===== config.mk =====
export PLATFORM = sky130hd
export DESIGN_NAME = seq_detector_param_flat
export DESIGN_NICKNAME = d
export VERILOG_FILES = /design/src/rtl/seq_det_pkg.sv /design/src/rtl/seq_det_if.sv /design/src/rtl/seq_det_sat_counter.sv /design/src/rtl/seq_detector_param.sv /design/src/flat_wrapper.sv
export SDC_FILE = /design/constraint.sdc
export NUM_CORES = 1
export LEC_CHECK = 0
export CORE_AREA = 5 5 42 44
export DETAILED_ROUTE_END_ITERATION = 8
export DIE_AREA = 0 0 47 49
export MAX_ROUTING_LAYER = met4
export SETUP_SLACK_MARGIN = 0.15
export SYNTH_ARGS = -nofsm -noshare
export SYNTH_HDL_FRONTEND = slang
export SYNTH_SLANG_ARGS = --single-unit

===== constraint.sdc =====
create_clock -name clk -period 2.68 [get_ports clk]
set_input_delay 0.536 -clock clk [delete_from_list [all_inputs] [get_ports clk]]
set_output_delay 0.536 -clock clk [all_outputs]
set_load 0.01 [all_outputs]

===== src/rtl/seq_det_pkg.sv =====
// ============================================================================
// Module   : seq_det_pkg
// Brief    : Shared constants, state decode type and helper function for the
//            parametrised serial-pattern detector.
// Revision : 1.0 - initial release
// ============================================================================
`default_nettype none

package seq_det_pkg;

   // Largest supported pattern length
   localparam int LEN_MAX = 32;

   // Decoded detector state, derived from the fill counter
   typedef enum logic [1:0] {
      EMPTY   = 2'd0,
      FILLING = 2'd1,
      PRIMED  = 2'd2
   } det_state_e;

   // Width of the fill counter for a given pattern length
   function automatic int fill_w(input int len);
      return $clog2(len);
   endfunction

endpackage

`default_nettype wire


===== src/rtl/seq_det_if.sv =====
// ============================================================================
// Module   : seq_det_if
// Brief    : Serial-stream, mode and pattern-load signals of the detector.
//            SEQ_DET_COUNT_EN adds the match_count return signal.
// Revision : 1.0 - initial release
// ============================================================================
`default_nettype none

interface seq_det_if
   import seq_det_pkg::*;
#(
   parameter int LEN   = 4,
   parameter int CNT_W = 8
);
   logic             x;
   logic             x_valid;
   logic             overlap;
   logic             pat_load;
   logic [LEN-1:0]   pat_in;
   logic             z;
`ifdef SEQ_DET_COUNT_EN
   logic [CNT_W-1:0] match_count;

   modport master (output x, x_valid, overlap, pat_load, pat_in,
                   input  z, match_count);
   modport slave  (input  x, x_valid, overlap, pat_load, pat_in,
                   output z, match_count);
`else
   modport master (output x, x_valid, overlap, pat_load, pat_in,
                   input  z);
   modport slave  (input  x, x_valid, overlap, pat_load, pat_in,
                   output z);
`endif
endinterface

`default_nettype wire


===== src/rtl/seq_det_sat_counter.sv =====
// ============================================================================
// Module   : seq_det_sat_counter
// Brief    : Saturating up-counter with synchronous clear; holds at all-ones.
// Revision : 1.0 - initial release
// ============================================================================
`default_nettype none

module seq_det_sat_counter #(
   parameter int W = 8
) (
   input  wire logic         clk,
   input  wire logic         rst,
   input  wire logic         i_inc,
   input  wire logic         i_clr,
   output logic [W-1:0]      o_count
);

   logic [W-1:0] r_count;

   // Count up on i_inc until all-ones; clear wins over increment
   always_ff @(posedge clk) begin
      if (rst) begin
         r_count <= '0;
      end else if (i_clr) begin
         r_count <= '0;
      end else if (i_inc && (r_count != {W{1'b1}})) begin
         r_count <= r_count + 1'b1;
      end
   end

   assign o_count = r_count;

endmodule

`default_nettype wire


===== src/rtl/seq_detector_param.sv =====
// ============================================================================
// Module   : seq_detector_param
// Brief    : Mealy serial-pattern detector with runtime-loadable pattern,
//            overlapping / non-overlapping mode and input-valid qualification.
//            Define SEQ_DET_COUNT_EN to add a saturating match counter.
// Revision : 1.0 - initial release
// ============================================================================
`default_nettype none

module seq_detector_param
   import seq_det_pkg::*;
#(
   parameter int             LEN         = 4,
   parameter logic [LEN-1:0] RST_PATTERN = LEN'(4'b1010),
   parameter int             CNT_W       = 8
) (
   input  wire logic clk,
   input  wire logic rst,
   seq_det_if.slave  bus
);

   localparam int                    c_FILL_W    = fill_w(LEN);
   localparam logic [c_FILL_W-1:0]   c_FILL_LAST = c_FILL_W'(LEN - 1);

   logic [LEN-1:0]      r_pat;
   logic [LEN-2:0]      r_hist;
   logic [c_FILL_W-1:0] r_fill;

   logic [LEN-1:0]      w_pat_next;
   logic [LEN-2:0]      w_hist_next;
   logic [c_FILL_W-1:0] w_fill_next;
   logic [LEN-1:0]      w_window;
   logic                w_accept;
   logic                w_hit;
   det_state_e          w_state;

   // State register: pattern, bit history and fill level
   always_ff @(posedge clk) begin
      if (rst) begin
         r_pat  <= RST_PATTERN;
         r_hist <= '0;
         r_fill <= '0;
      end else begin
         r_pat  <= w_pat_next;
         r_hist <= w_hist_next;
         r_fill <= w_fill_next;
      end
   end

   // Next state: load flushes history, accepted bits shift in, a
   // non-overlapped match restarts from empty
   always_comb begin
      w_pat_next  = r_pat;
      w_hist_next = r_hist;
      w_fill_next = r_fill;
      if (bus.pat_load) begin
         w_pat_next  = bus.pat_in;
         w_fill_next = '0;
      end else if (w_accept) begin
         w_hist_next = w_window[LEN-2:0];
         if (w_hit && !bus.overlap) begin
            w_fill_next = '0;
         end else if (r_fill != c_FILL_LAST) begin
            w_fill_next = r_fill + 1'b1;
         end
      end
   end

   // Outputs: state decode and same-cycle match flag (uses only the
   // registered pattern, so pat_in never reaches z combinationally)
   always_comb begin
      w_window = {r_hist, bus.x};
      w_accept = bus.x_valid && !bus.pat_load;
      if (r_fill == '0) begin
         w_state = EMPTY;
      end else if (r_fill == c_FILL_LAST) begin
         w_state = PRIMED;
      end else begin
         w_state = FILLING;
      end
      w_hit = w_accept && (w_state == PRIMED) && (w_window == r_pat);
   end

   assign bus.z = w_hit;

`ifdef SEQ_DET_COUNT_EN
   logic [CNT_W-1:0] w_count;

   seq_det_sat_counter #(
      .W (CNT_W)
   ) u_sat_counter (
      .clk     (clk),
      .rst     (rst),
      .i_inc   (w_hit),
      .i_clr   (bus.pat_load),
      .o_count (w_count)
   );

   assign bus.match_count = w_count;
`endif

endmodule

`default_nettype wire

===== src/flat_wrapper.sv =====
// flat-port wrapper written by rule: the top's interface ports become plain ports
module seq_detector_param_flat import seq_det_pkg::*;
#(
   parameter int             LEN         = 4,
   parameter logic [LEN-1:0] RST_PATTERN = LEN'(4'b1010),
   parameter int             CNT_W       = 8
)
  (clk, rst, bus_x, bus_x_valid, bus_overlap, bus_pat_load, bus_pat_in, bus_z);
  seq_det_if #(.LEN(LEN), .CNT_W(CNT_W)) bus_i ();
  input  wire logic clk;
  input  wire logic rst;
  input wire logic [$bits(bus_i.x)-1:0] bus_x;
  input wire logic [$bits(bus_i.x_valid)-1:0] bus_x_valid;
  input wire logic [$bits(bus_i.overlap)-1:0] bus_overlap;
  input wire logic [$bits(bus_i.pat_load)-1:0] bus_pat_load;
  input wire logic [$bits(bus_i.pat_in)-1:0] bus_pat_in;
  output wire logic [$bits(bus_i.z)-1:0] bus_z;
  assign bus_i.x = bus_x;
  assign bus_i.x_valid = bus_x_valid;
  assign bus_i.overlap = bus_overlap;
  assign bus_i.pat_load = bus_pat_load;
  assign bus_i.pat_in = bus_pat_in;
  assign bus_z = bus_i.z;
  seq_detector_param #(.LEN(LEN), .RST_PATTERN(RST_PATTERN), .CNT_W(CNT_W)) u_core (.clk(clk), .rst(rst), .bus(bus_i));
endmodule

==> results of run 1 <==
## per-stage QoR
stage                     cells  setup slack [ns]  hold WS (ns)
after floorplan              52             0.964         0.449
after global placement       79             0.100         0.458
after detailed placement     79            0.0964         0.474
after CTS                    83             0.379         0.485
after global routing         83             0.250         0.502
final                        83             0.387         0.482
## layout make-up
type,instances,area share (%)
Tap cell,16,3.19
Sequential cell,9,28.7
Timing Repair Buffer,13,19.3
Clock buffer,4,4.18
Multi-Input combinational cell,41,44.6
## flip-flops by register name, indices dropped and copies added (netlist names)
| name | flops |
|---|---|
| u_core.r_fill | 2 |
| u_core.r_hist | 3 |
| u_core.r_pat | 4 |
## worst register-to-register path, stage by stage (launching register included)
cell,delay [ns]
dfxtp_1,0.39
ha_1,0.18
nand3_1,0.08
buf_4,0.15
nor4_1,0.24
o21ai_1,0.10
## repair_timing
| item | 4_1_cts | 5_1_grt |
|---|---|---|
| buffers inserted | 0 | 0 |
| resized for setup | 1 | 0 |
| hold buffers | 0 | 0 |
| endpoints found under the setup margin | 1 | 0 |
## power by group
part / switching, W / internal, W
logic: 0.0000172 / 0.0000259
registers: 0.00000430 / 0.000140
clock network: 0.0000465 / 0.0000573
## cells in the mapped netlist, drive strengths merged
library cell	n
o311ai	1
a21oi	3
nand3b	1
nor2	3
nand4b	2
ha	2
nand2	9
nor4	1
a211o	2
mux2i	2
nor3	1
buf	2
nor2b	3
xnor2	4
o31a	1
o211ai	1
nand2b	2
o21ai	2
nand3	1
dfxtp	9
## worst paths after layout
check | to | cells after the start | startpoint
hold reg to reg | u_core.r_hist[2]$_SDFFE_PP0P_ | 2 | u_core.r_hist[2]$_SDFFE_PP0P_
setup reg to reg | u_core.r_fill[1]$_SDFFE_PP0P_ | 5 | u_core.r_fill[0]$_SDFFE_PP0P_
hold / removal | u_core.r_hist[2]$_SDFFE_PP0P_ | 2 | u_core.r_hist[2]$_SDFFE_PP0P_
setup / recovery | bus_z | 5 | bus_x
## routing by layer
metal / up-vias / track usage, %
met4: 0 / 8.29
met5: - / -
met3: 4 / 2.21
li1: 213 / -
met2: 13 / 11.3
met1: 172 / 11.9
## kinds of logic (layout without fill, tap and decap cells)
logic type,Yosys count,count (layout),synth area share [%]
buffers and inverters,2,17,3.41
multiplexers,2,2,4.20
XOR/XNOR,4,4,7.35
flip-flops,9,9,37.8
adder cells (fa/ha/maj),2,2,5.25
AND/OR/NAND/NOR,23,23,27.8
AO/OA/AOI/OAI,10,10,14.2
==> reports/qor.csv, run 1 <==
metric,value,unit
crit_chain,clkdlybuf4s50_1 > xnor2_1 > nand3_1 > nor3_1 > dlygate4sd2_1,
netlist_area,477,µm²
wl,869,µm
cts_buffer_depth,2,
num_vias,402,
arrival,1.76,ns
finalSetupTns,0,ns
status,finished clean,
grt-ovfl-total,0,
finalPower,0.000291,W
routed.top_layer,met4,
cts_root_buf,clkbuf_4,
criticalPathCategory,in -> out,
final_area,628,µm²
clock.fmax,0.436,GHz
synth_area_leaders,"dfxtp_1 (38%), xnor2_1 (7.3%), nand2_1 (7.1%)",
antenna_left,0,
fin_util,44.8,%
grt_pass1_vias,375,
ir_drop,0.000232,V
hpwl,691,µm
ys_ff_latch,9,
clock_sinks,9,
cts_buffers,3,
syn-instance-count,52,
finalHoldViolCount,0,
wirelength_met1,445,µm
cpPeakStageDelay,0.49,ns
crit_required,2.14,ns
coreArea,1400,µm²
antenna_found_initial,0,
slew_violations,0,
worstMarginPinSlew,0.372,ns
p_leak,0.241,nW
start_util,34.0,%
cts_tree,yes,
ys_warn_count,0,
synth_top_area_share,37.8,%
io_pins,11,
synth_fp_nets,64,
grt_usage,9.26,%
die_area,2300,µm²
fin_skew,0.00640,ns
clk_pin_slew,0.06,ns
grt_first_pass_wirelength,1460,µm
route.detailed.drc,0,
htreeDepth,1,
setup_viol,0,
critPathMaxFanout,2,
hp-class,reg -> reg,
route.detailed.wl_per_inst,10.5,µm
power_density,463,nW/µm²
finalCritPeriodShare,85.5,%
reg2reg_setup_slack,1.41,ns
seqCellArea,180,µm²
cp_top_family,buffers and inverters,
fillers,160,
fin_crit,2.29,ns
rsz0062_at_grt,false,
grt_max_degree,9,
die_height,49,µm
yosysTopAreaCell,dfxtp_1,
crit_buf_inv,2,
placed_area,603,µm²
rows,14,
final_layout_size_suffix_gt1_share,11.9,%
wl_met3,66,µm
diodes,0,
nNetsFinal,80,
mostFrequentLayoutCells,"nand2_1 (9), clkdlybuf4s50_1 (9), dfxtp_1 (9)",
portBuffers,10,
crit_slowest_cell,clkdlybuf4s50_1,
gp_congestion,0.829,
dr.pass1.iters,2,
dr_wl_met2,336,µm
multiInputGateArea,280,µm²
synth_cell_types,23,
syn_area_per_cell,9.17,µm²
vias_per_cell,4.84,
endpoint_kind,output port,
startpoint_type,primary input,
dieWidth,47,µm
clk_latency,0.26,ns
drv_cap,0,
seq_area_frac_synth,37.8,%
dr.first_iter.drc_count,3,
timing.slew.headroom,75.1,%
syn2layout_area_growth,31.8,%
Note: power is estimated with default switching activity, not from simulation.
==> run 2: changes to the inputs <==
--- a/config.mk
+++ b/config.mk
@@ -5,9 +5,9 @@
 export SDC_FILE = /design/constraint.sdc
 export NUM_CORES = 1
 export LEC_CHECK = 0
-export CORE_AREA = 5 5 42 44
+export CORE_AREA = 2 2 39 41
 export DETAILED_ROUTE_END_ITERATION = 8
-export DIE_AREA = 0 0 47 49
+export DIE_AREA = 0 0 41 43
 export MAX_ROUTING_LAYER = met4
 export SETUP_SLACK_MARGIN = 0.15
 export SYNTH_ARGS = -nofsm -noshare
==> reports/qor.csv, run 2 (synthesis results as in run 1) <==
metric,value,unit,change
sw_frac_of_total,23.7,%,+0.28 points
slew_violations,0,,unchanged
io_pins,11,,unchanged
dr.pass1.iters,4,,+2
antenna_found_initial,0,,unchanged
crit_slowest_cell,clkdlybuf4s50_1,,
clk_pin_slew,0.06,ns,about the same
hp-class,reg -> reg,,
intPower,0.000223,W,about the same
grt_first_pass_wirelength,1570,µm,+7.6%
finalHoldViolCount,0,,unchanged
largestRegisters,"u_core.r_pat: 4 flops, u_core.r_hist: 3 flops, u_core.r_fill: 2 flops",,
startpoint_type,primary input,,
cp_top_family,buffers and inverters,,
setup_viol,0,,unchanged
rsz0062_at_grt,false,,
critPathMaxFanout,2,,unchanged
crit_required,2.14,ns,about the same
mostFrequentLayoutCells,"nand2_1 (9), clkdlybuf4s50_1 (9), dfxtp_1 (9)",,
crit_chain,clkdlybuf4s50_1 > xnor2_1 > nand3_1 > nor3_1 > dlygate4sd2_1,,
finalSetupTns,0,ns,unchanged
status,finished clean,,
p_leak,0.241,nW,unchanged
seqPwrFrac,49.3,%,-0.2 points
finalCritPeriodShare,84.9,%,-0.65 points
die_area,1760,µm²,-23%
post-cts-setup-buffers,0,,unchanged
portBuffers,10,,unchanged
clock.fmax,0.440,GHz,+0.76%
power_density,465,nW/µm²,+0.37%
grt-ovfl-total,0,,unchanged
clock_sinks,9,,unchanged
worstMarginPinSlew,0.358,ns,-0.0145 ns
grt_usage,14.4,%,+5.1 points
switchingPower,0.0000691,W,+1.6%
gp_congestion,0.742,,-10%
cts_buffer_depth,2,,unchanged
grt_max_degree,9,,unchanged
coreArea,1380,µm²,-1.2%
fin_skew,0.00314,ns,-0.00326 ns
route.detailed.drc,0,,unchanged
reg2reg_setup_slack,1.38,ns,-0.03 ns
nNetsFinal,80,,unchanged
crit_buf_inv,2,,unchanged
antenna_left,0,,unchanged
start_util,34.4,%,+0.43 points
ir_drop,0.000227,V,-2.4%
largest_reg_flops,4,,unchanged
clk_latency,0.26,ns,about the same
dr.first_iter.drc_count,10,,+7
num_vias,410,,+2.0%
hpwl,685,µm,-0.88%
cpPeakStageDelay,0.49,ns,about the same
drv_cap,0,,unchanged
vias_per_cell,4.94,,+2.0%
rows,14,,unchanged
timing.slew.headroom,76.1,%,+0.97 points
cts_buffers,3,,unchanged
criticalPathCategory,in -> out,,
final_layout_size_suffix_gt1_share,11.9,%,unchanged
cts_resized,1,,unchanged
diodes,0,,unchanged
cts_hold_buf,0,,unchanged
endpoint_kind,output port,,
route.detailed.wl_per_inst,11.0,µm,+4.8%
grt_pass1_vias,380,,+1.3%
wl,911,µm,+4.8%
dieWidth,41,µm,-13%
layout.cells.non_filler,83,,unchanged
cts_root_buf,clkbuf_4,,
cts_tree,yes,,
regMostFlops,u_core.r_pat,,
power_frac_comb,14.9,%,about the same
syn2layout_area_growth,31.8,%,unchanged
htreeDepth,1,,unchanged
fin_crit,2.28,ns,-0.0174 ns
place_inst,79,,unchanged
pwr-share-clk,35.8,%,about the same
die_height,43,µm,-12%
arrival,1.74,ns,-0.02 ns
-- run 2: area by class of cell --
type                    count  area (µm²)
flip-flops and latches      9         180
clock buffers               4        26.3
well taps                  16        20.0
multi-input cells          41         280
fillers                   142         756
repair buffers             13         121
-- run 2: layer usage --
layer	vias up	global-route usage [%]	part of all wire [%]
li1	212	-	-
met1	184	16.3	49
met2	12	19.4	44
met3	2	4.71	6.4
met4	0	12.0	1.1
met5	-	-	0
-- run 2: worst reg2reg max path: cells and delay by family, from the launching register on --
kind                       cells  cell delay [ns]
adders and majority gates      1             0.18
DFF                            1             0.41
AOI/OAI and AO/OA              1             0.27
and+or+nand+nor                2             0.17
buffers and inverters          1             0.15
-- run 2: path summary, 6_finish.rpt --
kind                                        end  cells after the start                          start
hold reg to reg   u_core.r_hist[1]$_SDFFE_PP0P_                      2  u_core.r_hist[0]$_SDFFE_PP0P_
setup / recovery                          bus_z                      5                          bus_x
hold / removal    u_core.r_hist[1]$_SDFFE_PP0P_                      2  u_core.r_hist[0]$_SDFFE_PP0P_
setup reg to reg  u_core.r_fill[0]$_SDFFE_PP0P_                      5  u_core.r_fill[0]$_SDFFE_PP0P_
-- run 2: stage by stage --
| stage | worst slack (ns) | cell area (µm²) | total power [W] | utilization (%) | hold WS [ns] |
|---|---|---|---|---|---|
| final | 0.405 | 628 | 0.000292 | 45.4 | 0.480 |
| after CTS | 0.371 | 628 | 0.000299 | 45.4 | 0.483 |
| after detailed placement | 0.0845 | 603 | 0.000191 | 43.6 | 0.478 |
| after floorplan | 0.964 | 477 | 0.000172 | - | 0.449 |
| after global placement | 0.100 | 603 | 0.000190 | 43.6 | 0.463 |
| after global routing | 0.295 | 628 | 0.000312 | 45.4 | 0.511 |
-- run 2: power groups by stage --
stage,logic (W),clock network (W),registers [W]
6_report,0.0000435,0.000104,0.000144
4_1_cts,0.0000439,0.000112,0.000144
3_3_place_gp,0.0000434,0,0.000147
2_1_floorplan,0.0000254,0,0.000146
3_5_place_dp,0.0000438,0,0.000147
5_1_grt,0.0000479,0.000119,0.000145
==> run 3: changes to the inputs <==
==> constraint.sdc (replaced) <==
create_clock -name clk -period 2.35 [get_ports clk]
set_input_delay 0.47 -clock clk [delete_from_list [all_inputs] [get_ports clk]]
set_output_delay 0.47 -clock clk [all_outputs]
set_load 0.01 [all_outputs]
==> reports/qor.csv, run 3 (synthesis results as in run 1) <==
metric,value,unit,change
fillers,149,,+4.9%
sw_frac_of_total,24.6,%,+0.90 points
criticalPathCategory,in -> out,,
grt_usage,13.1,%,-1.3 points
seqCellArea,180,µm²,unchanged
crit_slowest_cell,clkdlybuf4s50_1,,
clk_pin_slew,0.06,ns,about the same
rows,14,,unchanged
diodes,0,,unchanged
finalCritPeriodShare,87.1,%,
critPathMaxFanout,2,,unchanged
cts_tree,yes,,
io_pins,11,,unchanged
crit_buf_inv,2,,unchanged
htreeDepth,1,,unchanged
reg2reg_depth,5,,unchanged
largestRegisters,"u_core.r_pat: 4 flops, u_core.r_hist: 3 flops, u_core.r_fill: 2 flops",,
antenna_left,0,,unchanged
clock.fmax,0.489,GHz,
final_layout_size_suffix_gt1_share,14.7,%,+2.8 points
setup_viol,0,,unchanged
route.detailed.drc,0,,unchanged
switchingPower,0.0000831,W,+20%
fin_skew,0.00143,ns,-0.00171 ns
regMostFlops,u_core.r_pat,,
clock_sinks,9,,unchanged
drv_cap,0,,unchanged
dr.pass1.iters,3,,-1
cts_buffer_depth,2,,unchanged
vias_per_cell,4.85,,-1.9%
largest_reg_flops,4,,unchanged
dieWidth,41,µm,unchanged
num_vias,407,,-0.73%
die_height,43,µm,unchanged
portBuffers,10,,unchanged
min_path_cells,2,,unchanged
fin_crit,2.05,ns,
finalSetupTns,0,ns,unchanged
die_area,1760,µm²,unchanged
cpPeakStageDelay,0.49,ns,about the same
p_leak,0.242,nW,+0.50%
mostFrequentLayoutCells,"nand2_1 (9), clkdlybuf4s50_1 (9), dfxtp_1 (9)",,
worstMarginPinSlew,0.359,ns,+0.000978 ns
cts_buffers,3,,unchanged
finalPower,0.000339,W,+16%
nNetsFinal,81,,+1.3%
arrival,1.58,ns,-0.16 ns
grt-ovfl-total,0,,unchanged
syn2layout_area_growth,32.5,%,
placed_area,611,µm²,+1.2%
finalHoldViolCount,0,,unchanged
antenna_found_initial,0,,unchanged
hpwl,708,µm,+3.4%
dr.first_iter.drc_count,4,,-6
hp-class,reg -> reg,,
seqPwrFrac,48.5,%,-0.8 points
wl,939,µm,+3.1%
multiInputGateArea,280,µm²,unchanged
route.detailed.wl_per_inst,11.2,µm,+1.8%
ir_drop,0.000276,V,+22%
intPower,0.000255,W,+15%
worst-path-stages,5,,unchanged
status,finished clean,,
start_util,34.4,%,unchanged
coreArea,1380,µm²,unchanged
cts_root_buf,clkbuf_4,,
cp_top_family,buffers and inverters,,
startpoint_type,primary input,,
clk_latency,0.26,ns,about the same
cts_hold_buf,0,,unchanged
final_area,632,µm²,+0.60%
crit_chain,clkdlybuf4s50_1 > xnor2_1 > nand3_1 > nor3_1 > clkbuf_2,,
grt_pass1_vias,367,,-3.4%
rsz0062_at_grt,false,,
power_density,536,nW/µm²,+15%
gp_congestion,0.749,,+0.92%
slew_violations,0,,unchanged
crit_required,1.88,ns,-0.26 ns
fin_util,45.7,%,+0.27 points
pwr-share-clk,36.4,%,+0.6 points
grt_first_pass_wirelength,1470,µm,-6.2%
grt_max_degree,9,,unchanged
power_frac_comb,15.1,%,+0.2 points
timing.slew.headroom,76.0,%,about the same
endpoint_kind,output port,,
-- run 3: cell types whose count changed in the layout (fill, tap and decap cells not counted), sizes merged --
cell / previous run / this run
clkbuf: 4 / 5
buf: 3 / 4
dlygate4sd2: 1 / 0
-- run 3: worst register-to-register path, delay by kind of cell (launching register included) --
kind	cells	cell delay [ns]
buf+inv	1	0.15
compound gates	1	0.28
fa+ha+maj	1	0.18
flops	1	0.40
simple gates	2	0.15
-- run 3: final timing paths --
path / startpoint / end / slack [ns]
worst max-delay path: bus_x / bus_z / 0.30
worst min-delay path: u_core.r_hist[2]$_SDFFE_PP0P_ / u_core.r_hist[2]$_SDFFE_PP0P_ / 0.48
worst max register to register: u_core.r_fill[0]$_SDFFE_PP0P_ / u_core.r_fill[0]$_SDFFE_PP0P_ / 1.06
worst min register to register: u_core.r_hist[2]$_SDFFE_PP0P_ / u_core.r_hist[2]$_SDFFE_PP0P_ / 0.48
-- run 3: timing repair --
item	in CTS	in global routing
buffers inserted	0	0
resized for setup	1	2
endpoints found under the setup margin	1	1
-- run 3: cell type report --
| type | count | area share (%) |
|---|---|---|
| Multi-Input combinational cell | 41 | 44.4 |
| Timing Repair Buffer | 14 | 19.8 |
| Sequential cell | 9 | 28.5 |
| Tap cell | 16 | 3.17 |
| Clock buffer | 4 | 4.16 |
-- run 3: power groups by stage --
stage	clock (W)	combinational, W	sequential [W]
6_report	0.000123	0.0000512	0.000164
5_1_grt	0.000135	0.0000560	0.000165
4_1_cts	0.000129	0.0000515	0.000164
3_5_place_dp	0	0.0000513	0.000168
3_3_place_gp	0	0.0000508	0.000168
2_1_floorplan	0	0.0000290	0.000167
-- run 3: routing by layer --
layer	GRT usage (%)	up-vias	wire (µm)
met5	-	-	0
met4	8.00	0	20
met3	4.71	2	53
met2	18.4	12	377
met1	15.3	176	488
li1	-	217	-
-- run 3: stage by stage --
stage | std cells | hold WS (ns) | setup WS (ns)
6_report | 84 | 0.480 | 0.304
5_1_grt | 84 | 0.499 | 0.219
4_1_cts | 84 | 0.479 | 0.170
3_5_place_dp | 80 | 0.470 | -0.119
3_3_place_gp | 80 | 0.463 | -0.0995
2_1_floorplan | 52 | 0.449 | 0.766
